==> src/rtl/arbitro_memoria_datos_pkg.sv <==
// Shared widths and dump sequencer state encoding for the data-memory arbiter.
package arbitro_memoria_datos_pkg;

  localparam int RAM_WIDTH_DEF  = 16;
  localparam int ADDR_WIDTH_DEF = 11;
  localparam int DUMP_LEN_DEF   = 1024;

  typedef enum logic [1:0] {
    ST_IDLE  = 2'd0,
    ST_ISSUE = 2'd1,
    ST_WAIT  = 2'd2,
    ST_HOLD  = 2'd3
  } dump_state_t;

endpackage

==> src/rtl/arbitro_memoria_datos_secuenciador_dump.sv <==
// Dump sequencer: walks addresses 0..DUMP_LEN-1 on idle memory cycles and
// presents each word on a valid/ready port, held stable until accepted.
module secuenciador_dump
  import arbitro_memoria_datos_pkg::*;
#(
  parameter int RAM_WIDTH  = RAM_WIDTH_DEF,
  parameter int ADDR_WIDTH = ADDR_WIDTH_DEF,
  parameter int DUMP_LEN   = DUMP_LEN_DEF
)(
  input  logic                  clk,
  input  logic                  rst_n,
  input  logic                  cpu_en,
  input  logic                  start,
  input  logic                  ready,
  input  logic [RAM_WIDTH-1:0]  mem_data,
  output logic                  issue,
  output logic [ADDR_WIDTH-1:0] count,
  output logic                  valid,
  output logic [RAM_WIDTH-1:0]  data,
  output logic [ADDR_WIDTH-1:0] addr,
  output logic                  busy,
  output logic                  done
);

  localparam logic [ADDR_WIDTH-1:0] LAST_ADDR = ADDR_WIDTH'(DUMP_LEN - 1);

  dump_state_t           state, state_next;
  logic [ADDR_WIDTH-1:0] cnt, cnt_next;
  logic                  capture;
  logic                  done_next;

  always_comb begin
    state_next = state;
    cnt_next   = cnt;
    capture    = 1'b0;
    done_next  = 1'b0;
    case (state)
      // A start coinciding with the done pulse is dropped, not queued.
      ST_IDLE: begin
        if (start && !done) begin
          cnt_next   = '0;
          state_next = ST_ISSUE;
        end
      end
      ST_ISSUE: begin
        if (!cpu_en) state_next = ST_WAIT;
      end
      ST_WAIT: begin
        capture    = 1'b1;
        state_next = ST_HOLD;
      end
      ST_HOLD: begin
        if (ready) begin
          if (cnt == LAST_ADDR) begin
            state_next = ST_IDLE;
            done_next  = 1'b1;
          end else begin
            cnt_next   = cnt + ADDR_WIDTH'(1);
            state_next = ST_ISSUE;
          end
        end
      end
      default: state_next = ST_IDLE;
    endcase
  end

  always_ff @(posedge clk or negedge rst_n) begin
    if (!rst_n) begin
      state <= ST_IDLE;
      cnt   <= '0;
      data  <= '0;
      addr  <= '0;
      done  <= 1'b0;
    end else begin
      state <= state_next;
      cnt   <= cnt_next;
      done  <= done_next;
      if (capture) begin
        data <= mem_data;
        addr <= cnt;
      end
    end
  end

  // Busy spans the done cycle even though the FSM is already back in IDLE.
  assign issue = (state == ST_ISSUE);
  assign valid = (state == ST_HOLD);
  assign busy  = (state != ST_IDLE) || done;
  assign count = cnt;

endmodule

==> src/rtl/arbitro_memoria_datos.sv <==
// Shares the data memory between the CPU (absolute priority, never stalled)
// and the dump sequencer, which only uses cycles the CPU leaves free.
module arbitro_memoria_datos
  import arbitro_memoria_datos_pkg::*;
#(
  parameter int RAM_WIDTH  = RAM_WIDTH_DEF,
  parameter int ADDR_WIDTH = ADDR_WIDTH_DEF,
  parameter int DUMP_LEN   = DUMP_LEN_DEF
)(
  input  logic                  i_clk,
  input  logic                  i_reset,
  input  logic                  i_cpu_en,
  input  logic                  i_cpu_wea,
  input  logic [ADDR_WIDTH-1:0] i_cpu_addr,
  input  logic [RAM_WIDTH-1:0]  i_cpu_data,
  output logic [RAM_WIDTH-1:0]  o_cpu_data,
  output logic [ADDR_WIDTH-1:0] o_mem_addr,
  output logic [RAM_WIDTH-1:0]  o_mem_data,
  output logic                  o_mem_wea,
  input  logic [RAM_WIDTH-1:0]  i_mem_data,
  input  logic                  i_dump_start,
  input  logic                  i_dump_ready,
  output logic                  o_dump_valid,
  output logic [RAM_WIDTH-1:0]  o_dump_data,
  output logic [ADDR_WIDTH-1:0] o_dump_addr,
  output logic                  o_dump_busy,
  output logic                  o_dump_done
);

  logic                  dump_issue;
  logic [ADDR_WIDTH-1:0] dump_count;

  secuenciador_dump #(
    .RAM_WIDTH  (RAM_WIDTH),
    .ADDR_WIDTH (ADDR_WIDTH),
    .DUMP_LEN   (DUMP_LEN)
  ) u_secuenciador_dump (
    .clk      (i_clk),
    .rst_n    (i_reset),
    .cpu_en   (i_cpu_en),
    .start    (i_dump_start),
    .ready    (i_dump_ready),
    .mem_data (i_mem_data),
    .issue    (dump_issue),
    .count    (dump_count),
    .valid    (o_dump_valid),
    .data     (o_dump_data),
    .addr     (o_dump_addr),
    .busy     (o_dump_busy),
    .done     (o_dump_done)
  );

  // The dump side only ever reads; write enable is purely the CPU's.
  always_comb begin
    o_mem_addr = i_cpu_addr;
    o_mem_wea  = 1'b0;
    if (i_cpu_en) begin
      o_mem_wea = i_cpu_wea;
    end else if (dump_issue) begin
      o_mem_addr = dump_count;
    end
  end

  assign o_cpu_data = i_mem_data;
  assign o_mem_data = i_cpu_data;

endmodule

==> config.mk <==
export PLATFORM = sky130hd
export DESIGN_NAME = arbitro_memoria_datos
export DESIGN_NICKNAME = d
export VERILOG_FILES = /design/src/rtl/arbitro_memoria_datos_pkg.sv /design/src/rtl/arbitro_memoria_datos_secuenciador_dump.sv /design/src/rtl/arbitro_memoria_datos.sv
export SDC_FILE = /design/constraint.sdc
export NUM_CORES = 1
export LEC_CHECK = 0
export CORE_MARGIN = 5
export CORE_UTILIZATION = 40
export DETAILED_ROUTE_END_ITERATION = 6
export GPL_TIMING_DRIVEN = 1
export PLACE_DENSITY = 0.88
export SLEW_MARGIN = 30
export SYNTH_ARGS = -nofsm -noshare
export SYNTH_HDL_FRONTEND = slang
export SYNTH_SLANG_ARGS = --single-unit
==> constraint.sdc <==
create_clock -name i_clk -period 5.8 [get_ports i_clk]
set_clock_uncertainty 0.2 [all_clocks]
set_input_delay 0.87 -clock i_clk [delete_from_list [all_inputs] [get_ports i_clk]]
set_output_delay 0.87 -clock i_clk [all_outputs]
set_load 0.02 [all_outputs]
==> results of run 1 <==
path summary, 6_finish.rpt:
check | startpoint | endpoint | slack, ns
min reg2reg | u_secuenciador_dump.data[9] | u_secuenciador_dump.data[9] | 0.31
max | i_cpu_en | o_mem_addr[1] | 1.87
min in group asynchronous | i_reset | u_secuenciador_dump.done | 0.34
max reg2reg | u_secuenciador_dump.state[1] | u_secuenciador_dump.count[7] | 3.31
min | u_secuenciador_dump.data[9] | u_secuenciador_dump.data[9] | 0.31
max in group asynchronous | i_reset | u_secuenciador_dump.addr[0] | 4.70
cell families (layout without fill, tap and decap cells):
logic type | after synthesis | count (layout) | share of synthesized area [%]
buffers and inverters | 44 | 103 | 13.26
flip-flops | 41 | 41 | 44.74
adder cells (fa/ha/maj) | 6 | 6 | 3.273
AND/OR/NAND/NOR | 42 | 42 | 10.97
multiplexers | 39 | 39 | 19.15
AO/OA/AOI/OAI | 24 | 24 | 8.621
flip-flops by register name, indices dropped and copies added (netlist names):
signal,count
u_secuenciador_dump.data,16
u_secuenciador_dump.addr,11
u_secuenciador_dump.count,11
u_secuenciador_dump.state,2
u_secuenciador_dump.done,1
critical path, delay by kind of cell:
family | cells | cell delay, ns
buffers and inverters | 2 | 1.04
multiplexers | 1 | 0.41
AND/OR/NAND/NOR | 1 | 0.54
per-stage QoR:
step | power (mW) | hold slack (ns) | util, %
5_1_grt | 1.447 | 0.3199 | 55.89
6_report | 1.359 | 0.3078 | 55.89
4_1_cts | 1.379 | 0.3141 | 55.85
2_1_floorplan | 0.9066 | 0.2985 | -
3_5_place_dp | 1.174 | 0.2947 | 54.11
3_3_place_gp | 1.153 | 0.2891 | 54.11
area by class of cell:
cell class	instances	area [sq um]
Fill cell	489	2444
Sequential cell	41	1026
Multi-Input combinational cell	111	963.4
Timing Repair Buffer	91	905.9
Tap cell	72	90.09
Clock buffer	6	82.58
Inverter	4	15.01
Clock inverter	2	13.76
cells in the final DEF, fill, tap and decap left out, types with 2 or more instances in the layout:
| master | instances |
|---|---|
| inv_1 | 4 |
| o21ai_0 | 5 |
| nor2_1 | 6 |
| nand2b_1 | 2 |
| dfrtp_1 | 41 |
| mux2_2 | 39 |
| o22a_1 | 2 |
| a221o_1 | 4 |
| ha_1 | 6 |
| a21oi_1 | 2 |
| buf_4 | 2 |
| clkdlybuf4s50_1 | 89 |
| nor4_1 | 2 |
| nand3_1 | 4 |
| clkbuf_8 | 6 |
| nand2_1 | 8 |
| nor3_1 | 7 |
| a211o_1 | 2 |
metal layers:
| layer | global-route usage, % | vias up | wire (um) |
|---|---|---|---|
| met5 | 0 | - | 0 |
| li1 | - | 780 | - |
| met3 | 7.205 | 13 | 591 |
| met2 | 24.72 | 79 | 2537 |
| met4 | 6.187 | 0 | 92 |
| met1 | 16.25 | 831 | 2111 |
power by group through the flow:
stage	combinational (mW)	clock [mW]	sequential [mW]
finish	0.720	0.198	0.441
global route	0.772	0.220	0.455
CTS	0.729	0.207	0.443
detailed placement	0.725	0	0.449
global placement	0.711	0	0.442
floorplan	0.380	0	0.527
synthesized netlist by cell type (all sizes together):
master,number,area [sq um]
dfrtp,41,1026
mux2,39,439.2
buf,37,277.8
nand2,8,30.03
nor2,7,28.78
nor3,7,35.03
ha,6,75.07
o21ai,5,25.02
a221o,4,40.04
inv,4,15.01
nand3,4,20.02
a211o,3,27.53
clkbuf,3,11.26
nand2b,3,26.27
a21oi,2,10.01
and3,2,13.77
nor4,2,12.51
o22a,2,17.52
o31ai,2,28.78
a21o,1,7.510
a221oi,1,8.760
a22o,1,10.01
a311oi,1,8.760
a31oi,1,6.260
and2,1,6.260
and3b,1,8.760
and4,1,8.760
and4b,1,11.26
nand3b,1,7.510
nand4,1,21.27
nor2b,1,6.260
nor4b,1,8.760
o21a,1,7.510
or2,1,6.260
==> flow_summary.toml, run 1 <==
[clocking]
post_cts_resize_count = 0
clockBufferDepth = 2
clk_latency_ns = 0.30
cts_sinks = 41
cts-htree-levels = 2
cts_root_buf = "clkbuf_8"
postCtsSetupRepairBufs = 0
path_clk_slew_ns = 0.08
hold_buffers = 0
cts_made_buffers = 5
cts_tree = "done"

[critical_path]
cp.required_ns = 4.73
worst-path-max-fanout = 11
worstPathCellList = "clkdlybuf4s50_1 -> nand2b_1 -> mux2_2 -> clkdlybuf4s50_1"
arrival_ns = 2.86
path_class = "in2out"
crit_path_max_incr_delay_ns = 0.55
rr_worst_depth = 5
end_kind = "output port"
critPathMostFrequentCell = "clkdlybuf4s50_1"
startpoint_type = "input pin"
cp_slowest_cell = "clkdlybuf4s50_1"

[finish]
diodes = 0
instances_no_fill = 327
syn2layout_area_growth_pct = 35.02
final_area_sq_um = 3097
nNetsFinal = 309
drive_gt1_share_pct = 22.75

[pwr]
intPower_uw = 836.3
ir_drop_uv = 238.3
powerDensity_nw_per_um2 = 438.9
sequentialPowerShare_pct = 32.5
switching_share_pct = 38.47
p_leak_nw = 1.319
switching_power_uw = 523.0
clkPwrFrac_pct = 14.5
combPwrFrac_pct = 53.0

[placed_design]
place_inst = 319
numPortBuffers = 90
postPlaceCellArea_sq_um = 2998
dp_slack_ns = 1.813
dpl.hpwl_um = 4017
gp_congestion = 0.8491

[routing]
wl_per_cell_um = 16.31
vias_per_cell = 5.208
first_iter_violations = 73
wl_um = 5332
via_count = 1703
first_pass_iters = 4
drt.antenna.violating_nets = 0
drc_errors = 0

[logic_synthesis]
ys_warn_count = 0
synth.avg_cell_area_sq_um = 11.70
synthCells = 196
synth_area_sq_um = 2293
synth_fp_nets = 251
ys_ff_latch = 41
yosys.cell_types.count = 41
seq_area_frac_synth_pct = 44.74

[sta]
setup_tns_ns = 0
layout_setup_ws_ns = 1.870
maxSlewHeadroom_pct = 56.08
tightest_slew_ns = 0.6587
rsz0062_at_grt = "false"
post-route-period-util_pct = 67.76
fin_crit_ns = 3.930
setup_viol = 0
fmax_mhz = 254.4
slew_viol_final = 0
hold_violations = 0

[die]
num_rows = 27
io_pins = 123
die_area_sq_um = 7348
coreArea_sq_um = 5540
die_h_um = 85.72
start_util_pct = 41.40
dieWidth_um = 85.72

[flow_run]
max_cap_viol_count = 0

[grt]
grt_pass1_wl_um = 8638
grt_max_degree = 42
antenna_found_initial = 0
grt_pass1_vias = 1789
overflow = 0
grt_usage_pct = 14.89

[min_path]
hold_path.class = "reg2reg"
hold_path_depth = 1

[run_status]
status = "completed"
Note: power is estimated with default switching activity, not from simulation.
==> run 2, diff against run 1 <==
--- a/config.mk
+++ b/config.mk
@@ -6,10 +6,10 @@
 export NUM_CORES = 1
 export LEC_CHECK = 0
 export CORE_MARGIN = 5
-export CORE_UTILIZATION = 40
+export CORE_UTILIZATION = 39
 export DETAILED_ROUTE_END_ITERATION = 6
 export GPL_TIMING_DRIVEN = 1
-export PLACE_DENSITY = 0.88
+export PLACE_DENSITY = 0.86
 export SLEW_MARGIN = 30
 export SYNTH_ARGS = -nofsm -noshare
 export SYNTH_HDL_FRONTEND = slang
==> constraint.sdc (replaced) <==
create_clock -name i_clk -period 3.9 [get_ports i_clk]
set_clock_uncertainty 0.2 [all_clocks]
set_input_delay 0.585 -clock i_clk [delete_from_list [all_inputs] [get_ports i_clk]]
set_output_delay 0.585 -clock i_clk [all_outputs]
set_load 0.02 [all_outputs]
==> run 2 against run 1 <==
Effect of this change:
- global-route usage is 0.34 points lower
- via count is 0.12% lower
- non-clock buffer count is 2 higher
- largest power group unchanged
- cell count is 1.2% higher
- critical path type unchanged
- register-to-register slack worse by 1.9 ns
- clock-buffer cell count stayed put
- sequential share of layout area is 0.13 points lower
- final area is 0.40% higher
- total power is 49% higher
- core utilization is 2.4 points lower
- setup slack worse by 1.1 ns
- largest cell class unchanged
==> flow_summary.toml, run 2 (synthesized netlist as in run 1, its figures left out) <==
[routing]
wl_per_cell_um = 16.03
drc_errors = 0
first_iter_violations = 61
wl_um = 5307
via_count = 1701
vias_per_cell = 5.139
drt.antenna.violating_nets = 0
first_pass_iters = 4

[pwr]
powerDensity_nw_per_um2 = 649.3
p_leak_nw = 1.320
ir_drop_uv = 368.4
finalPower_mw = 2.019

[die]
coreArea_sq_um = 5816
die_area_sq_um = 7514
io_pins = 123
num_rows = 28
dieWidth_um = 86.69
start_util_pct = 39.44
die_h_um = 86.69

[critical_path]
worst-path-max-fanout = 6
end_kind = "output port"
arrival_ns = 2.33
cp.required_ns = 3.12
startpoint_type = "input pin"
path_class = "in2out"

[clocking]
cts_tree = "done"
cts-htree-levels = 2
clockBufferDepth = 2
cts_made_buffers = 5
post_cts_resize_count = 0
hold_buffers = 0
path_clk_slew_ns = 0.07
cts_sinks = 41
postCtsSetupRepairBufs = 0
cts_root_buf = "clkbuf_8"
clk_latency_ns = 0.29

[sta]
slew_viol_final = 0
fin_crit_ns = 3.116
setup_tns_ns = 0
tightest_slew_ns = 0.5520
setup_viol = 0
rsz0062_at_grt = "false"
maxSlewHeadroom_pct = 63.20
post-route-period-util_pct = 79.90
hold_violations = 0
fmax_mhz = 320.9

[grt]
grt_usage_pct = 14.55
grt_pass1_vias = 1754
grt_max_degree = 42
antenna_found_initial = 0
overflow = 0
grt_pass1_wl_um = 8700

[finish]
fill_cells = 515
multi_input_area_sq_um = 963.4
utilization_pct = 53.46
diodes = 0
largest_reg_flops = 16
seq_area_sq_um = 1026
nNetsFinal = 311
syn2layout_area_growth_pct = 35.57
layout_commonest_cell = "clkdlybuf4s50_1"
largest-register = "u_secuenciador_dump.data"
final_cell_mix = "89 x clkdlybuf4s50_1, 41 x dfrtp_1, 39 x mux2_2"
drive_gt1_share_pct = 23.05

[run_status]
status = "completed"

[placed_design]
numPortBuffers = 90
dpl.hpwl_um = 3990
gp_congestion = 0.8345

[min_path]
hold_path.class = "in2async"

[flow_run]
max_cap_viol_count = 0
==> run 2: changes by cell type in the layout (fill, tap and decap cells not counted), sizes merged <==
| cell | delta |
|---|---|
| buf | +2 |
| clkinv | -2 |
| clkinvlp | +1 |
==> run 2: critical path: stages <==
cell             delay (ns)
clkdlybuf4s50_1        0.51
nand2b_1               0.15
buf_4                  0.18
mux2_2                 0.35
clkdlybuf4s50_1        0.55
==> run 2: stage by stage <==
step | hold WS [ns] | instance area, sq um | std cells | setup WS [ns]
finish | 0.06455 | 3109 | 331 | 0.7840
global route | 0.1105 | 3109 | 331 | 0.7406
CTS | 0.2509 | 3107 | 331 | 0.7808
detailed placement | 0.2951 | 3017 | 324 | 0.8171
global placement | 0.2885 | 3017 | 324 | 0.8545
floorplan | 0.08941 | 2293 | 196 | 1.635
==> run 2: final cells by class <==
| cell class | instances | share of cell area [%] |
|---|---|---|
| Clock buffer | 6 | 2.656 |
| Clock inverter | 1 | 0.2414 |
| Inverter | 4 | 0.4829 |
| Multi-Input combinational cell | 111 | 30.99 |
| Sequential cell | 41 | 33.00 |
| Tap cell | 75 | 3.018 |
| Timing Repair Buffer | 93 | 29.62 |
==> run 2: worst paths after layout <==
| check | end | slack (ns) | cells past startpoint | start |
|---|---|---|---|---|
| setup / recovery | o_mem_addr[6] | 0.78 | 5 | i_cpu_en |
| hold reg to reg | u_secuenciador_dump.addr[0] | 0.31 | 1 | u_secuenciador_dump.addr[0] |
| max in group asynchronous | u_secuenciador_dump.data[0] | 3.07 | 1 | i_reset |
| min in group i_clk | u_secuenciador_dump.addr[0] | 0.31 | 1 | u_secuenciador_dump.addr[0] |
| hold / removal | u_secuenciador_dump.count[10] | 0.06 | 1 | i_reset |
| setup reg to reg | u_secuenciador_dump.count[7] | 1.43 | 5 | u_secuenciador_dump.state[0] |
==> run 2: layer usage <==
layer  vias to the layer above  routed length, um  GRT usage, %
met4                         0                 70         4.674
met1                       808               2225         19.09
met5                         -                  0             0
met2                        92               2424         22.53
li1                        790                  -             -
met3                        11                587         5.038
==> run 2: power by group <==
part,internal (mW),switching (mW)
registers,0.562,0.0938
clock network,0.140,0.143
logic,0.545,0.534
total,1.25,0.771
